`src/rtl/display_serial_tx.sv`:
```
// Serialiser for an N-digit shift-register 7-segment chain: BCD -> segments, shift, latch.
// Define DISP_HEX_EN to show nibbles 10..15 as hex glyphs instead of a dash.
module display_serial_tx #(
  parameter int unsigned NUM_DIGITS = 4,
  parameter int unsigned CLK_DIV    = 1,
  parameter bit          LSB_FIRST  = 1'b1
) (
  input  logic                    clk,
  input  logic                    rst,
  input  logic                    start,
  input  logic [4*NUM_DIGITS-1:0] bcd_in,
  input  logic [NUM_DIGITS-1:0]   dp_in,
  input  logic                    blank_lz,
  output logic                    ser_data,
  output logic                    ser_clk,
  output logic                    ser_latch,
  output logic                    busy,
  output logic                    done
);

  localparam int unsigned FRAME_W = 8 * NUM_DIGITS;
  localparam int unsigned BIT_W   = $clog2(FRAME_W);
  localparam int unsigned PH_W    = $clog2(2 * CLK_DIV);

  localparam logic [BIT_W-1:0] BIT_LAST   = BIT_W'(FRAME_W - 1);
  localparam logic [PH_W-1:0]  PH_LAST    = PH_W'(2 * CLK_DIV - 1);
  localparam logic [PH_W-1:0]  PH_HIGH    = PH_W'(CLK_DIV);
  localparam logic [PH_W-1:0]  LATCH_LAST = PH_W'(CLK_DIV - 1);

  typedef enum logic [1:0] {StIdle, StShift, StLatch} state_e;

  state_e             state_q;
  logic [FRAME_W-1:0] frame_q;
  logic [FRAME_W-1:0] frame_d;
  logic [BIT_W-1:0]   bit_q;
  logic [PH_W-1:0]    phase_q;

  function automatic logic [7:0] seg_encode(input logic [3:0] v);
    logic [7:0] s;
    case (v)
      4'd0:    s = 8'hFC;
      4'd1:    s = 8'h60;
      4'd2:    s = 8'hDA;
      4'd3:    s = 8'hF2;
      4'd4:    s = 8'h66;
      4'd5:    s = 8'hB6;
      4'd6:    s = 8'hBE;
      4'd7:    s = 8'hE0;
      4'd8:    s = 8'hFE;
      4'd9:    s = 8'hF6;
`ifdef DISP_HEX_EN
      4'd10:   s = 8'hEE;
      4'd11:   s = 8'h3E;
      4'd12:   s = 8'h9C;
      4'd13:   s = 8'h7A;
      4'd14:   s = 8'h9E;
      default: s = 8'h8E;
`else
      default: s = 8'h02;
`endif
    endcase
    return s;
  endfunction

  // Transmission order is fixed by LSB_FIRST; idx is the count of bits already sent.
  function automatic logic frame_bit(input logic [FRAME_W-1:0] f, input logic [BIT_W-1:0] idx);
    return LSB_FIRST ? f[idx] : f[BIT_LAST - idx];
  endfunction

  logic       lead;
  logic [3:0] digit;
  logic [7:0] seg_b;

  // Scan from the most significant digit; zeros are blanked until the first nonzero digit.
  always_comb begin
    frame_d = '0;
    lead    = blank_lz;
    digit   = '0;
    seg_b   = '0;
    for (int i = int'(NUM_DIGITS) - 1; i >= 0; i--) begin
      digit = bcd_in[4*i +: 4];
      seg_b = seg_encode(digit);
      if (lead && (i != 0) && (digit == 4'd0)) begin
        seg_b = 8'h00;
      end else begin
        lead = 1'b0;
      end
      seg_b[0]           = seg_b[0] | dp_in[i];
      frame_d[8*i +: 8]  = seg_b;
    end
  end

  always_ff @(posedge clk) begin
    if (rst) begin
      state_q   <= StIdle;
      frame_q   <= '0;
      bit_q     <= '0;
      phase_q   <= '0;
      ser_data  <= 1'b0;
      ser_clk   <= 1'b0;
      ser_latch <= 1'b0;
      busy      <= 1'b0;
      done      <= 1'b0;
    end else begin
      done <= 1'b0;
      case (state_q)
        StIdle: begin
          ser_data  <= 1'b0;
          ser_clk   <= 1'b0;
          ser_latch <= 1'b0;
          busy      <= 1'b0;
          if (start) begin
            frame_q  <= frame_d;
            bit_q    <= '0;
            phase_q  <= '0;
            busy     <= 1'b1;
            ser_data <= frame_bit(frame_d, '0);
            state_q  <= StShift;
          end
        end
        StShift: begin
          if (phase_q == PH_LAST) begin
            phase_q <= '0;
            ser_clk <= 1'b0;
            if (bit_q == BIT_LAST) begin
              state_q   <= StLatch;
              ser_latch <= 1'b1;
              ser_data  <= 1'b0;
            end else begin
              bit_q    <= bit_q + 1'b1;
              ser_data <= frame_bit(frame_q, bit_q + 1'b1);
            end
          end else begin
            phase_q <= phase_q + 1'b1;
            ser_clk <= ((phase_q + 1'b1) >= PH_HIGH);
          end
        end
        StLatch: begin
          // phase_q is reused to time the latch strobe.
          if (phase_q == LATCH_LAST) begin
            state_q   <= StIdle;
            ser_latch <= 1'b0;
            busy      <= 1'b0;
            done      <= 1'b1;
            phase_q   <= '0;
            bit_q     <= '0;
          end else begin
            phase_q <= phase_q + 1'b1;
          end
        end
        default: state_q <= StIdle;
      endcase
    end
  end

endmodule

```
`config.mk`:
```
export PLATFORM = sky130hd
export DESIGN_NAME = display_serial_tx
export DESIGN_NICKNAME = d
export VERILOG_FILES = /design/src/rtl/display_serial_tx.sv
export SDC_FILE = /design/constraint.sdc
export NUM_CORES = 1
export LEC_CHECK = 0
export BUFFER_PORTS_ARGS = -buffer_cell sky130_fd_sc_hd__buf_2
export CAP_MARGIN = 30
export CELL_PAD_IN_SITES_DETAIL_PLACEMENT = 2
export CELL_PAD_IN_SITES_GLOBAL_PLACEMENT = 2
export CORE_ASPECT_RATIO = 0.9
export CORE_MARGIN = 2
export CORE_UTILIZATION = 35
export DETAILED_ROUTE_END_ITERATION = 8
export PLACE_DENSITY_LB_ADDON = 0.1
export REMOVE_ABC_BUFFERS = 1
export SYNTH_ARGS = -nofsm -noshare
export SYNTH_HDL_FRONTEND = slang
export SYNTH_SLANG_ARGS = --single-unit
```
`constraint.sdc`:
```
create_clock -name clk -period 2.5 [get_ports clk]
set_clock_uncertainty 0.2 [all_clocks]
set_input_delay 0.5 -clock clk [delete_from_list [all_inputs] [get_ports clk]]
set_output_delay 0.5 -clock clk [all_outputs]
set_load 0.02 [all_outputs]
```
After elaboration in Yosys (flattened, before gate mapping). Memory sizes are Yosys's and may differ from the RTL's. A register that Yosys moved wholly into a read port is not among the register bits. Cells that the tools add are included.

Bitwise gates (word level): 5. Multiplexer cells: 34. Magnitude comparators: 2. Reductions and logical operators: 18. $add $sub $neg: 2. Eq/ne operators: 8.

Operators by type and width (number): two-way mux 8 bit (3); two-way mux 5 bit (4); two-way mux 1 bit (15); case mux 5 bit (3 select lines) (1); zero test 4 bit (3); != test 2 bit (second input constant) (5); two-way mux 2 bit (4); AND reduction 2 bit (4); AND reduction 4 bit (2); less-than comparator 5 x 6 -> 1 bit (second input constant) (1); case mux 1 bit (2 select lines) (3); case mux 1 bit (3 select lines) (2); case mux 2 bit (3 select lines) (1); adder 5 x 1 -> 5 bit (second input constant) (1); binary-select mux 1 bit (select 5 bit) (1); equality test 5 bit (second input constant) (1); AND reduction 5 bit (1); nonzero test 2 bit (2); logical AND 1 bit (3); bitwise OR 1 bit (3); nonzero test 3 bit (1); equality test 2 x 1 -> 1 bit (second input constant) (1); equality test 2 bit (second input constant) (1); zero test 2 bit (1); 5 further kinds (5).

Bits in read-only memories: 448. Memories: 4. Output and inout bits: 5. Flip-flop bits (word level): 45. Word-level logic and storage cells: 82. Bits of input ports: 24.

Memory list: (no name shown) (words 16, width 7, read ports 1, clocked after Yosys merged registers in 0, wr ports 0, line 40) `case (v)`; (no name shown) (words 16, width 7, read ports 1, clocked after Yosys merged registers in 0, wr ports 0, line 40); (no name shown) (words 16, width 7, read ports 1, clocked after Yosys merged registers in 0, wr ports 0, line 40); (no name shown) (words 16, width 7, read ports 1, clocked after Yosys merged registers in 1, wr ports 0, line 40).

Longest topological paths before layout.
Word-level depth: 8. Depth in mapped cells: 8.

Worst setup path after synthesis. OpenSTA, ideal clock, no wires.

Path type: register to register. Start: register bit_q[0]. End: register ser_data. Slack: 0.437 ns. Arrival: 1.805 ns. Library setup time: 0.058 ns. Path buffers: 2. Cell stages (with the launch flop): 9. Cell sequence: dfxtp_1 -> ha_1 -> buf_6 -> buf_12 -> mux2i_1 -> mux4_1 -> nor3b_1 -> a31oi_1 -> a31o_1.

Word-level cells in the longest chain between the ends: 6. Elaborated cells on any way between the ends: 7.

RTL lines: start, declared (line 35) `logic [BIT_W-1:0] bit_q;`; start signal, assigned (line 130) `bit_q <= bit_q + 1'b1;`; adder 5 x 1 -> 5 bit (line 131) `ser_data <= frame_bit(frame_q, bit_q + 1'b1);`; binary-select mux 1 bit (select 5 bit) (line 67) `return LSB_FIRST ? f[idx] : f[BIT_LAST - idx];`; two-way mux 1 bit (implied by the code) (line 67); two-way mux 1 bit (*) (line 125) `if (bit_q == BIT_LAST) begin`; two-way mux 1 bit (*) (line 122) `if (phase_q == PH_LAST) begin`; case mux 1 bit (2 select lines) (*) (line 106) `case (state_q)`; end signal, assigned (line 117) `ser_data <= frame_bit(frame_d, '0);`; end signal, assigned (line 131); end, declared (line 14) `output logic ser_data,`.

Every way passes the cells marked *; elsewhere a longest branch is shown, timed or not. The select of a mux whose other input is x is not followed. A chain may end at the register's enable or synchronous reset.

Worst setup path in the final report.
Start: register bit_q[1]. End: register ser_data.

Same word-level chain as after synthesis.

==> flow_summary.yaml <==
die:
  ios: 29
  initial_utilization_pct: 35.86
  rows: 30
  die_y_um: 87.00
  die_area_um2: 8371
  core-area_um2: 7470
  die_w_um: 96.22
run_status:
  status: "finished, final reports clean"
yosys:
  postSynthCellCount: 316
  synth_commonest_cells: "dfxtp_1 (45), a21oi_1 (36), nor2_1 (36)"
  synth_area_leaders: "dfxtp_1 (34%), ha_1 (11%), a21oi_1 (6.7%), mux2i_1 (5.2%), nor2_1 (5.0%)"
  synthArstFlopShare_pct: 0
  ys.flop_type: "dfxtp_1"
  ys_seq_elements: 45
  synthDistinctLibCells: 45
  synth_area_per_cell_um2: 8.477
  post-synth-top-count-cell: "dfxtp_1"
  synth_top_area_share_pct: 33.63
  synth_edf_count: 0
  yosysTopAreaCell: "dfxtp_1"
  seq_area_frac_synth_pct: 33.63
  yosys_warnings: 0
  netlist_area_um2: 2679
setup_path:
  worstSetupPathType: "reg -> reg"
  cp-end-kind: "flop"
  crit_family: "multiplexers"
  startpoint_type: "flop"
  crit_chain: "ha_1 > xor2_2 > mux4_1 > nor3b_1 > a31oi_1 > a31o_1"
  cpMaxStageDelayCell: "mux4_1"
  cpPeakStageDelay_ns: 0.59
  cp.arrival_ns: 2.28
  cp_num_buf_inv: 0
  path_max_fanout: 4
  cp.required_ns: 2.54
layout:
  area_growth_pct: 13.78
  diodes: 0
  drive_gt1_share_pct: 15.99
  layout.nets: 391
  final_cells: 440
global_route:
  grt_use_total_pct: 18.94
  grt_pass1_wl_um: 12090
  overflow: 0
  antenna_found_initial: 0
  grt_pass1_vias: 2414
  grt_max_degree: 25
sta:
  worst_pin_slew_ns: 0.7385
  max_freq_mhz: 447.5
  max_slew_margin_pct: 50.65
  min_period_over_period_pct: 89.39
  setup_violations: 0
  hold_viol: 0
  rsz0062_at_grt: "no"
  slew_viol_final: 0
  fin_crit_ns: 2.235
  hold-worst-slack_ns: 0.2399
routing:
  ant_nets: 0
  drt_wl_total_um: 7228
  via_per_inst: 5.289
  wl_met2_um: 3612
  dr.max_layer_used: "met4"
  wl_per_cell_um: 16.43
  drc: 0
  drt-met1-wl_um: 3338
  vias: 2327
  drt-initial-drc-count: 80
  firstDrtPassIters: 4
  route.met3.wl_um: 219
power:
  switching_share_pct: 27.74
  vdd_drop_max_mv: 0.2481
  clockPowerShare_pct: 30.1
  leakagePower_nw: 1.257
  p_int_mw: 1.093
  p_per_area_nw_per_um2: 496.1
  pwr-share-seq_pct: 51.8
  p_switching_uw: 419.4
  p_comb_share_pct: 18.2
clock_tree:
  worstSkewPairLatency_ns: 0.30
  tritoncts: "done"
  cts_made_buffers: 5
  cts_setup_buffers: 0
  clockRootBuffer: "clkbuf_8"
  clk_path_buf_depth: 2
  hold_buffers: 0
  clk_pin_slew_ns: 0.08
  cts_resized: 0
  clock-sinks: 45
  htree_num_levels: 2
placement:
  portBuffers: 28
  hpwl_um: 5520
  gp_congestion: 0.7450
  dpl.cell_count: 433
run:
  max_cap_violations: 0
min_path:
  hp-class: "in -> reg"
area by class of cell:
type / instances / area [µm²]
Clock buffer: 7 / 86.33
Multi-Input combinational cell: 238 / 1633
Fill cell: 869 / 4422
Sequential cell: 45 / 900.9
Tap cell: 96 / 120.1
Inverter: 14 / 52.55
Timing Repair Buffer: 40 / 255.2
cell families after synthesis:
family	Yosys count	synth area share, %
compound gates	82	18.50
xor+xnor	2	1.635
fa+ha+maj	23	10.74
buf+inv	33	5.605
flops	45	33.63
mux	20	10.56
simple gates	111	19.34
final timing paths:
| path | depth (start not counted) | start | to | slack, ns |
|---|---|---|---|---|
| hold reg to reg | 2 | frame_q[22] | frame_q[22] | 0.25 |
| hold / removal | 3 | dp_in[3] | frame_q[24] | 0.24 |
| setup / recovery | 6 | bit_q[1] | ser_data | 0.27 |
| setup reg to reg | 6 | bit_q[1] | ser_data | 0.27 |
cell usage in the layout (no fill, tap or decap), types with 2 or more instances in the layout:
| cell | instances |
|---|---|
| a211oi_1 | 3 |
| a21o_1 | 2 |
| a21oi_1 | 36 |
| a22oi_1 | 5 |
| a2bb2oi_1 | 4 |
| a311oi_1 | 3 |
| a31oi_1 | 2 |
| buf_12 | 2 |
| buf_2 | 28 |
| buf_4 | 10 |
| clkbuf_8 | 6 |
| dfxtp_1 | 45 |
| ha_1 | 23 |
| inv_1 | 14 |
| mux2i_1 | 14 |
| mux4_1 | 2 |
| mux4_2 | 4 |
| nand2_1 | 32 |
| nand2b_1 | 11 |
| nand3_1 | 6 |
| nor2_1 | 36 |
| nor2b_1 | 5 |
| nor3_1 | 10 |
| nor3b_1 | 2 |
| o21ai_0 | 15 |
| o21ai_1 | 3 |
| o221ai_1 | 2 |
metrics by stage:
step	setup WS, ns	TNS [ns]	instance area (µm²)	utilization, %	power (mW)
finish	0.2654	0	3048	40.80	1.512
floorplan	-0.2811	-2.801	2581	-	0.9520
global placement	0.2351	0	2962	39.65	1.065
global route	0.03733	0	3048	40.80	1.622
detailed placement	0.1152	0	2962	39.65	1.079
CTS	0.2437	0	3048	40.80	1.541
worst register-to-register path, cell delays in order (launching register included):
cell     delay (ns)
dfxtp_1        0.38
ha_1           0.28
xor2_2         0.29
mux4_1         0.59
nor3b_1        0.15
a31oi_1        0.15
a31o_1         0.15
registers in the layout, summed over array words and instances (netlist names):
register / count
done: 1
phase_q: 1
bit_q: 5
ser_clk: 1
frame_q: 32
state_q: 2
ser_latch: 1
busy: 1
ser_data: 1
metal layers:
metal	global-route usage [%]	up-vias
li1	-	1167
met1	24.28	1123
met2	32.70	30
met3	3.983	7
met4	3.896	0
met5	0	-
power groups by stage:
stage | Sequential (mW) | Clock [mW] | Combinational (mW)
finish | 0.783 | 0.455 | 0.275
global route | 0.789 | 0.520 | 0.313
CTS | 0.783 | 0.477 | 0.281
detailed placement | 0.800 | 0 | 0.279
global placement | 0.797 | 0 | 0.268
floorplan | 0.797 | 0 | 0.155
Power figures use the tool's default switching activity.
